<file path="config.mk">
export PLATFORM = sky130hd
export DESIGN_NAME = rsa_modexp_mont
export DESIGN_NICKNAME = d
export VERILOG_FILES = /design/src/rtl/rsa_modexp_mont.sv
export SDC_FILE = /design/constraint.sdc
export NUM_CORES = 1
export LEC_CHECK = 0
export ABC_AREA = 1
export BUFFER_PORTS_ARGS = -buffer_cell sky130_fd_sc_hd__buf_4
export CAP_MARGIN = 40
export CORE_UTILIZATION = 35
export DETAILED_ROUTE_END_ITERATION = 8
export GPL_TIMING_DRIVEN = 0
export MAX_ROUTING_LAYER = met4
export PLACE_DENSITY = 0.61
export SETUP_SLACK_MARGIN = 0.3
export SLEW_MARGIN = 20
export SYNTH_ARGS = -nofsm -noshare
export SYNTH_HDL_FRONTEND = slang
export SYNTH_SLANG_ARGS = --single-unit
</file>
<file path="constraint.sdc">
create_clock -name clk -period 8.62 [get_ports clk]
set_input_delay 2.586 -clock clk [delete_from_list [all_inputs] [get_ports clk]]
set_output_delay 2.586 -clock clk [all_outputs]
set_load 0.05 [all_outputs]
</file>
<file path="src/rtl/rsa_modexp_mont.sv">
`default_nettype none
// ============================================================================
// Module   : rsa_modexp_mont
// Brief    : C = M^E mod P using bit-serial Montgomery multiplication and
//            MSB-first square-and-multiply, with start/busy/done/abort.
// Revision : 1.0 - initial release
// ============================================================================
module rsa_modexp_mont #(
    parameter int WIDTH      = 8,
    parameter int CONST_TIME = 1
) (
    input  logic             clk,
    input  logic             rst,
    input  logic             start,
    input  logic             abort,
    input  logic [WIDTH-1:0] p,
    input  logic [WIDTH-1:0] e,
    input  logic [WIDTH-1:0] m,
    input  logic [WIDTH-1:0] r2,
    output logic             busy,
    output logic             done,
    output logic             err,
    output logic [WIDTH-1:0] c
);
    localparam int               c_IW  = $clog2(WIDTH);
    localparam int               c_CW  = $clog2(WIDTH + 1);
    localparam logic [WIDTH-1:0] c_ONE = {{(WIDTH-1){1'b0}}, 1'b1};

    typedef enum logic [2:0] {
        S_IDLE  = 3'd0,
        S_PRE_M = 3'd1,
        S_PRE_A = 3'd2,
        S_SQR   = 3'd3,
        S_MUL   = 3'd4,
        S_POST  = 3'd5,
        S_DONE  = 3'd6
    } state_t;

    state_t           r_state;
    state_t           w_state_n;

    logic [WIDTH-1:0] r_p, r_e, r_m, r_r2;
    logic [WIDTH-1:0] r_a, r_mb;
    logic [WIDTH+1:0] r_t;
    logic [c_CW-1:0]  r_cnt;
    logic [c_IW-1:0]  r_idx;
    logic             r_busy, r_done, r_err;
    logic [WIDTH-1:0] r_c;

    logic [WIDTH-1:0] w_op_a, w_op_b, w_a_sh;
    logic             w_abit, w_last, w_ebit, w_idx_zero, w_mul_st, w_busy_n;
    logic [WIDTH+2:0] w_sum, w_odd;
    logic [WIDTH+1:0] w_t_next, w_t_sub;
    logic             w_ge;
    logic [WIDTH-1:0] w_res;
    logic             w_load, w_a_we, w_mb_we, w_idx_dec;
    logic             w_unused;

    assign busy = r_busy;
    assign done = r_done;
    assign err  = r_err;
    assign c    = r_c;

    // Multiplier operand selection: every state that multiplies picks (A, B).
    always_comb begin
        w_op_a = '0;
        w_op_b = '0;
        case (r_state)
            S_PRE_M: begin w_op_a = r_m;   w_op_b = r_r2;  end
            S_PRE_A: begin w_op_a = c_ONE; w_op_b = r_r2;  end
            S_SQR:   begin w_op_a = r_a;   w_op_b = r_a;   end
            S_MUL:   begin w_op_a = r_a;   w_op_b = r_mb;  end
            S_POST:  begin w_op_a = r_a;   w_op_b = c_ONE; end
            default: begin w_op_a = '0;    w_op_b = '0;    end
        endcase
    end

    assign w_a_sh     = w_op_a >> r_cnt;
    assign w_abit     = w_a_sh[0];
    assign w_last     = (r_cnt == c_CW'(WIDTH));
    assign w_ebit     = r_e[r_idx];
    assign w_idx_zero = (r_idx == '0);
    assign w_mul_st   = (r_state == S_PRE_M) || (r_state == S_PRE_A) || (r_state == S_SQR)
                     || (r_state == S_MUL)   || (r_state == S_POST);

    // T stays below 2P, so T + B + P fits in WIDTH+3 bits before the halving.
    assign w_sum    = {1'b0, r_t} + (w_abit ? {3'b000, w_op_b} : '0);
    assign w_odd    = w_sum + (w_sum[0] ? {3'b000, r_p} : '0);
    assign w_t_next = w_odd[WIDTH+2:1];
    assign w_ge     = (r_t >= {2'b00, r_p});
    assign w_t_sub  = r_t - {2'b00, r_p};
    assign w_res    = w_ge ? w_t_sub[WIDTH-1:0] : r_t[WIDTH-1:0];
    assign w_unused = ^{w_odd[0], w_t_sub[WIDTH+1:WIDTH]};

    always_ff @(posedge clk) begin
        if (rst) begin
            r_state <= S_IDLE;
        end else begin
            r_state <= w_state_n;
        end
    end

    always_comb begin
        w_state_n = r_state;
        w_load    = 1'b0;
        w_a_we    = 1'b0;
        w_mb_we   = 1'b0;
        w_idx_dec = 1'b0;
        case (r_state)
            S_IDLE: begin
                if (start && !abort) begin
                    w_load    = 1'b1;
                    w_state_n = p[0] ? S_PRE_M : S_DONE;
                end
            end
            S_PRE_M: begin
                if (w_last) begin
                    w_mb_we   = 1'b1;
                    w_state_n = S_PRE_A;
                end
            end
            S_PRE_A: begin
                if (w_last) begin
                    w_a_we    = 1'b1;
                    w_state_n = S_SQR;
                end
            end
            S_SQR: begin
                if (w_last) begin
                    w_a_we = 1'b1;
                    if ((CONST_TIME != 0) || w_ebit) begin
                        w_state_n = S_MUL;
                    end else begin
                        w_idx_dec = 1'b1;
                        w_state_n = w_idx_zero ? S_POST : S_SQR;
                    end
                end
            end
            S_MUL: begin
                // In constant-time mode a zero exponent bit still multiplies; the product is dropped.
                if (w_last) begin
                    w_a_we    = w_ebit;
                    w_idx_dec = 1'b1;
                    w_state_n = w_idx_zero ? S_POST : S_SQR;
                end
            end
            S_POST: begin
                if (w_last) begin
                    w_a_we    = 1'b1;
                    w_state_n = S_DONE;
                end
            end
            S_DONE:  w_state_n = S_IDLE;
            default: w_state_n = S_IDLE;
        endcase
        if (abort && w_mul_st) begin
            w_state_n = S_IDLE;
            w_a_we    = 1'b0;
            w_mb_we   = 1'b0;
            w_idx_dec = 1'b0;
        end
    end

    assign w_busy_n = (w_state_n == S_PRE_M) || (w_state_n == S_PRE_A) || (w_state_n == S_SQR)
                   || (w_state_n == S_MUL)   || (w_state_n == S_POST);

    always_ff @(posedge clk) begin
        if (rst) begin
            r_p    <= '0;
            r_e    <= '0;
            r_m    <= '0;
            r_r2   <= '0;
            r_a    <= '0;
            r_mb   <= '0;
            r_t    <= '0;
            r_cnt  <= '0;
            r_idx  <= '0;
            r_busy <= 1'b0;
            r_done <= 1'b0;
            r_err  <= 1'b0;
            r_c    <= '0;
        end else begin
            r_done <= (w_state_n == S_DONE);
            r_busy <= w_busy_n;
            if (w_load) begin
                r_p   <= p;
                r_e   <= e;
                r_m   <= m;
                r_r2  <= r2;
                r_t   <= '0;
                r_cnt <= '0;
                r_idx <= c_IW'(WIDTH - 1);
                r_err <= ~p[0];
                if (!p[0]) begin
                    r_c <= '0;
                end
            end else if (w_mul_st) begin
                if (w_last) begin
                    r_t   <= '0;
                    r_cnt <= '0;
                end else begin
                    r_t   <= w_t_next;
                    r_cnt <= r_cnt + c_CW'(1);
                end
            end
            if (w_a_we) begin
                r_a <= w_res;
            end
            if (w_mb_we) begin
                r_mb <= w_res;
            end
            if (w_idx_dec) begin
                r_idx <= r_idx - c_IW'(1);
            end
            // The POST product goes straight to c so it is valid alongside done.
            if ((r_state == S_POST) && (w_state_n == S_DONE)) begin
                r_c <= w_res;
            end
        end
    end

endmodule
`default_nettype wire

</file>
==> impl_metrics.toml, run 1 <==
[run_status]
status = "finished clean"

[logic_synthesis]
ys_seq_elements = 79
yosysWarnings = 0
postSynth.asyncResetShare_pct = 0
synth_fa_ha_area_share_pct = 8.206
synthTopCellsByArea = "dfxtp_1, nand2_1, nor2_1"
synth_compound_area_share_pct = 16.36
synthSimpleGateAreaFrac_pct = 31.43
synth_seq_area_share_pct = 32.62
synthFlopType = "dfxtp_1"
synth_common_cells = "nand2_1, nor2_1, inv_1, dfxtp_1, a21oi_1"
synth_top_area_cell = "dfxtp_1"
muxShareOfSynthArea_pct = 0
syn_avg_cell_area_um2 = 6.570
synth_top_area_share_pct = 32.62
syn_nets = 804
ys_types = 38
synth_edf_count = 0
synth_top_family_by_area = "simple AND/OR/NAND/NOR gates"
synth-xor-area-share_pct = 2.168
synth.most_common_cell = "nand2_1"
synth_area_um2 = 4848
synth_cells = 738

[sta]
slew_viol_final = 0
skew_ps = 9.049
period_needed_ps = 4101
period_share_pct = 47.57
timing.setup.tns_ps = 0
setup-violations-final = 0
fmax_mhz = 243.9
relSlewSlack_pct = 62.92
hold_viol = 0
rsz0062_at_grt = "no"
tightest_slew_ps = 556.2

[clocking]
cts_tree = "done"
clk_path_buf_depth = 2
numCtsBuffers = 9
ctsHoldBuffers = 0
clock-sinks = 79
clk_pin_slew_ps = 60
post_cts_buffers = 0
cts.htree.levels = 3
clkLatencyLatePin_ps = 340
cts_resized = 0
clockRootBuffer = "clkbuf_16"

[worst_setup_path]
required_ps = 8880
crit_fanout = 10
slowest_stage = "dfxtp_1"
end_kind = "flop"
crit_top_cell = "nand2_1"
start_kind = "flop"
path_class = "reg2reg"
crit_family = "simple AND/OR/NAND/NOR gates"
crit_arrival_ps = 4360
slowest_delay_ps = 520
critPathBufInv = 0

[final_layout]
fin_nets = 860
n_antenna_cell = 0
postLayoutCoreUtil_pct = 42.57
syn_to_final_growth_pct = 17.65
layout-drive-gt1-share_pct = 13.28

[die]
io_pins = 47
start_util_pct = 36.18
die_x_um = 119.7
core_area_um2 = 13400
row_count = 42
fp.dieH_um = 119.7
die_area_um2 = 14330

[global_routing]
grt_max_degree = 14
grt_overflow_total = 0
grtUsageTotal_pct = 19.90
grt_pass1_wl_um = 21780
antenna_found_initial = 0
grt_pass1_vias = 4552

[hold_path]
hp-class = "reg2reg"

[route]
vias = 4715
wl_per_cell_um = 13.48
first_iter_violations = 239
drt-total-wl_um = 13130
via_per_inst = 4.841
drc_errors = 0
antenna_left = 0
dr.pass1.iters = 5

[pwr]
ir_drop_uv = 97.40
power.density_nw_per_um2 = 169.2
power.leakage_nw = 2.716

[flow_run]
max-cap-violations = 0

[placed_design]
io_buffers = 45
globalplace.congestion = 0.9180
dp_hpwl_um = 10300
[cells by family after synthesis]
group,after synthesis
buf+inv,115
flops,79
fa+ha+maj,30
compound gates,149
simple gates,353
xor+xnor,12
[cell usage in the layout, fill, tap and decap left out, drive strengths merged, types with 26 or more instances in the layout]
cell type,count
o21ai,62
buf,50
ha,27
a21oi,70
clkbuf,26
nand3,41
dfxtp,79
nor2,105
nand2,184
inv,95
[routing by layer]
layer,up-vias,wire length (um),GRT usage [%]
li1,2503,-,-
met1,2085,6133,24.20
met2,106,6153,32.77
met3,21,559,4.135
met4,0,282,6.563
met5,-,0,-
[worst reg2reg max path, stage by stage, from the launching register on]
cell and delay (ps):
dfxtp_1 520, nor2_2 90, nand2_2 210, nand3_2 190, nand2_1 130, nand2_1 50, a21oi_1 130, nand3_1 100
nand3_2 160, nor2_1 70, ha_1 260, fa_1 420, nand3_1 100, nand2_1 100, a31oi_1 190, xnor2_1 100
ha_1 360, nand2_1 90, nor3_1 130, nand2_1 100, nand2_1 80, nand2_1 60, nand2_1 80, nand2_1 50
nand2_1 50, nand3_1 80, a21oi_1 150
[per-stage QoR]
stage / hold WS, ps / setup WS, ps / area (um^2) / power, mW / std cells
2_1_floorplan: 429.2 / 4933 / 4848 / 0.5239 / 738
5_1_grt: 477.1 / 4124 / 5704 / 1.009 / 974
3_5_place_dp: 455.4 / 4563 / 5406 / 0.5834 / 959
4_1_cts: 465.8 / 4532 / 5704 / 0.9684 / 974
6_report: 460.9 / 4519 / 5704 / 0.9651 / 974
3_3_place_gp: 452.3 / 4582 / 5406 / 0.5831 / 959
[power breakdown]
group / total, mW / internal [mW] / switching [mW]
combinational: 0.181 / 0.0595 / 0.122
clock: 0.388 / 0.232 / 0.155
sequential: 0.396 / 0.383 / 0.0132
[worst paths after layout]
path         startpoint      to  slack (ps)  depth (start not counted)
max          r_state[0]  r_t[8]        4520                         26
min                 err     err         460                          2
max reg2reg  r_state[0]  r_t[8]        4520                         26
min reg2reg         err     err         460                          2
[area by class of cell]
type	instances	area [um^2]
inverter	95	356.6
buffer	20	90.09
tap	176	220.2
clock buffer	11	242.7
timing repair buffer	45	337.8
fill	1446	7696
multi-input combinational	544	2820
sequential	79	1582
clock inverter	4	55.05
[sequential cells by signal (all words and copies together), names as in the netlist]
name,flops
r_t,10
r_mb,8
err,1
c,8
r_a,8
done,1
r_state,3
r_idx,3
r_r2,8
r_e,8
r_p,8
r_cnt,4
r_m,8
busy,1
Note: power is estimated with default switching activity, not from simulation.
==> inputs of run 2 (changes only) <==
Settings changed: PLACE_DENSITY 0.61 to 0.63.
Clock period 8.62 ns to 3.5 ns, I/O delays scaled along.
==> run 2 against run 1 <==
  * The run now ends with negative setup slack left
  * Maximum frequency is 13% higher
  * Global-route usage increased by 1.4 points
  * Count of clock-buffer cells in the layout is 1 lower
  * Combinational power rose to 2.8 times the previous value
  * Utilization increased by 4.9 points
  * Clock skew decreased by 0.73 ps
  * Via count up 5.6%
  * Routed wire length grew 9.5%
  * Register-to-register slack lost 4700 ps
  * Die area unchanged
  * Flip-flop and latch count unchanged
  * Worst hold slack gained 4.5 ps
  * Largest power group is now clock
  * Highest routed layer unchanged
==> impl_metrics.toml, run 2 (same netlist as run 1, synthesis figures left out) <==
[sta]
slew_viol_final = 0
period_needed_ps = 3633
tightest_slew_ps = 591.9
timing.final.ws_setup_ps = -133.0
rsz0062_at_grt = "yes"
fmax_mhz = 275.3
hold_viol = 0
period_share_pct = 103.8
setup-violations-final = 6
relSlewSlack_pct = 60.54
skew_ps = 8.322

[worst_setup_path]
crit_arrival_ps = 3890
ff2ff_setup_slack_ps = -130
crit_family = "simple AND/OR/NAND/NOR gates"
critPathBufInv = 4
crit_fanout = 8
slowest_delay_ps = 390
crit_top_cell = "nand2_1"
end_kind = "flop"
r2r-start = "r_state[1]"
r2r-end = "r_t[4]"
path_class = "reg2reg"
r2r_cells = 25
start_kind = "flop"
slowest_stage = "dfxtp_4"
required_ps = 3760

[route]
antenna_left = 0
wl_per_cell_um = 14.31
drc_errors = 0
first_iter_violations = 354
vias = 4981
drt-total-wl_um = 14380
via_per_inst = 4.956
dr.pass1.iters = 5

[placed_design]
dp_hpwl_um = 10530
io_buffers = 45
globalplace.congestion = 0.8917
placed_cells = 959

[run_status]
violations = "negative setup slack"
status = "finished, violations left"

[pwr]
power.leakage_nw = 2.970
power.density_nw_per_um2 = 385.8
totalPowerFinal_mw = 2.453
ir_drop_uv = 216.3

[clocking]
cts_tree = "done"
ctsHoldBuffers = 0
clk_pin_slew_ps = 60
clock-sinks = 79
clk_path_buf_depth = 2
clockRootBuffer = "clkbuf_16"
clkLatencyLatePin_ps = 350
numCtsBuffers = 9
cts.htree.levels = 3

[global_routing]
grt_pass1_vias = 4662
grt_pass1_wl_um = 23070
antenna_found_initial = 0
grt_overflow_total = 0
grtUsageTotal_pct = 21.26
grt_max_degree = 15

[final_layout]
final_cells = 1005
final_common_cell = "nand2_1"
largest_reg_flops = 10
syn_to_final_growth_pct = 31.15
n_antenna_cell = 0
final_cell_mix = "nand2_1, nor2_1, inv_1, dfxtp_1, buf_4"
regMostFlops = "r_t"
layout-drive-gt1-share_pct = 24.25
fin_nets = 890

[hold_path]
hold_path_end = "c[1]"
hp-class = "reg2reg"
min_path_cells = 2
min-delay-start = "c[1]"

[die]
die_x_um = 119.7
io_pins = 47
start_util_pct = 36.18
fp.dieH_um = 119.7
die_area_um2 = 14330
core_area_um2 = 13400
row_count = 42

[flow_run]
max-cap-violations = 0
-- run 2: changes by cell type in the layout (fill, tap and decap cells not counted), sizes merged --
| cell | previous run | this run |
|---|---|---|
| clkinv | 2 | 4 |
| inv | 95 | 96 |
| clkinvlp | 1 | 0 |
| buf | 50 | 79 |
| nor2 | 105 | 106 |
| clkbuf | 26 | 25 |
-- run 2: per-layer routing --
metal  global-route usage [%]  wire length, um  vias to the layer above  part of all wire (%)
met5                        -                0                        -                     0
met4                    8.594              359                        0                   2.5
met3                    4.183              636                       24                   4.4
met2                    34.97             6863                      110                    48
met1                    25.44             6519                     2291                    45
li1                         -                -                     2556                     -
-- run 2: final cells by class --
| type | instances | area [um^2] |
|---|---|---|
| fillers | 1356 | 7042 |
| multi-input cells | 545 | 3223 |
| flip-flops and latches | 79 | 1593 |
| repair buffers | 74 | 566.8 |
| inverters | 95 | 359.1 |
| clock buffers | 10 | 239.0 |
| well taps | 176 | 220.2 |
| plain buffers | 20 | 91.34 |
| clock inverters | 6 | 66.31 |
-- run 2: worst max-delay path by stage --
stage                     endpoint       start  depth (start not counted)  slack (ps)
final                       r_t[4]  r_state[1]                         25        -130
after global routing        r_t[7]  r_state[1]                         28        -370
after CTS                   r_t[7]  r_state[1]                         27        -130
after detailed placement    r_t[7]  r_state[1]                         25        -250
after global placement      r_t[7]  r_state[0]                         23        -250
after floorplan             r_t[6]  r_state[2]                         24         180
-- run 2: per-stage QoR --
step	setup TNS [ps]	hold WS (ps)	cell area (um^2)	util (%)	setup WS, ps
floorplan	0	429.2	4895	-	184.2
global placement	-920.4	450.0	5453	40.69	-251.1
detailed placement	-1055	457.8	5453	40.69	-253.0
CTS	-593.7	467.8	6102	45.54	-133.7
global route	-2221	477.1	6359	47.45	-371.0
finish	-578.9	465.4	6359	47.45	-133.0
-- run 2: worst min-delay path, delay by kind of cell (launching register included) --
family | cells | cell delay, ps
compound gates | 1 | 50
flops | 1 | 310
simple gates | 1 | 60
-- run 2: where the power goes --
group | switching (mW) | internal (mW) | total, mW
sequential | 0.0336 | 0.943 | 0.976
combinational | 0.331 | 0.168 | 0.500
clock | 0.401 | 0.576 | 0.977
total | 0.766 | 1.69 | 2.45
-- run 2: timing repair --
action,in CTS,in global routing
gates cloned,0,1
setup endpoints to repair,8,9
pin swaps,43,42
buffers inserted,18,11
resized for setup,42,37
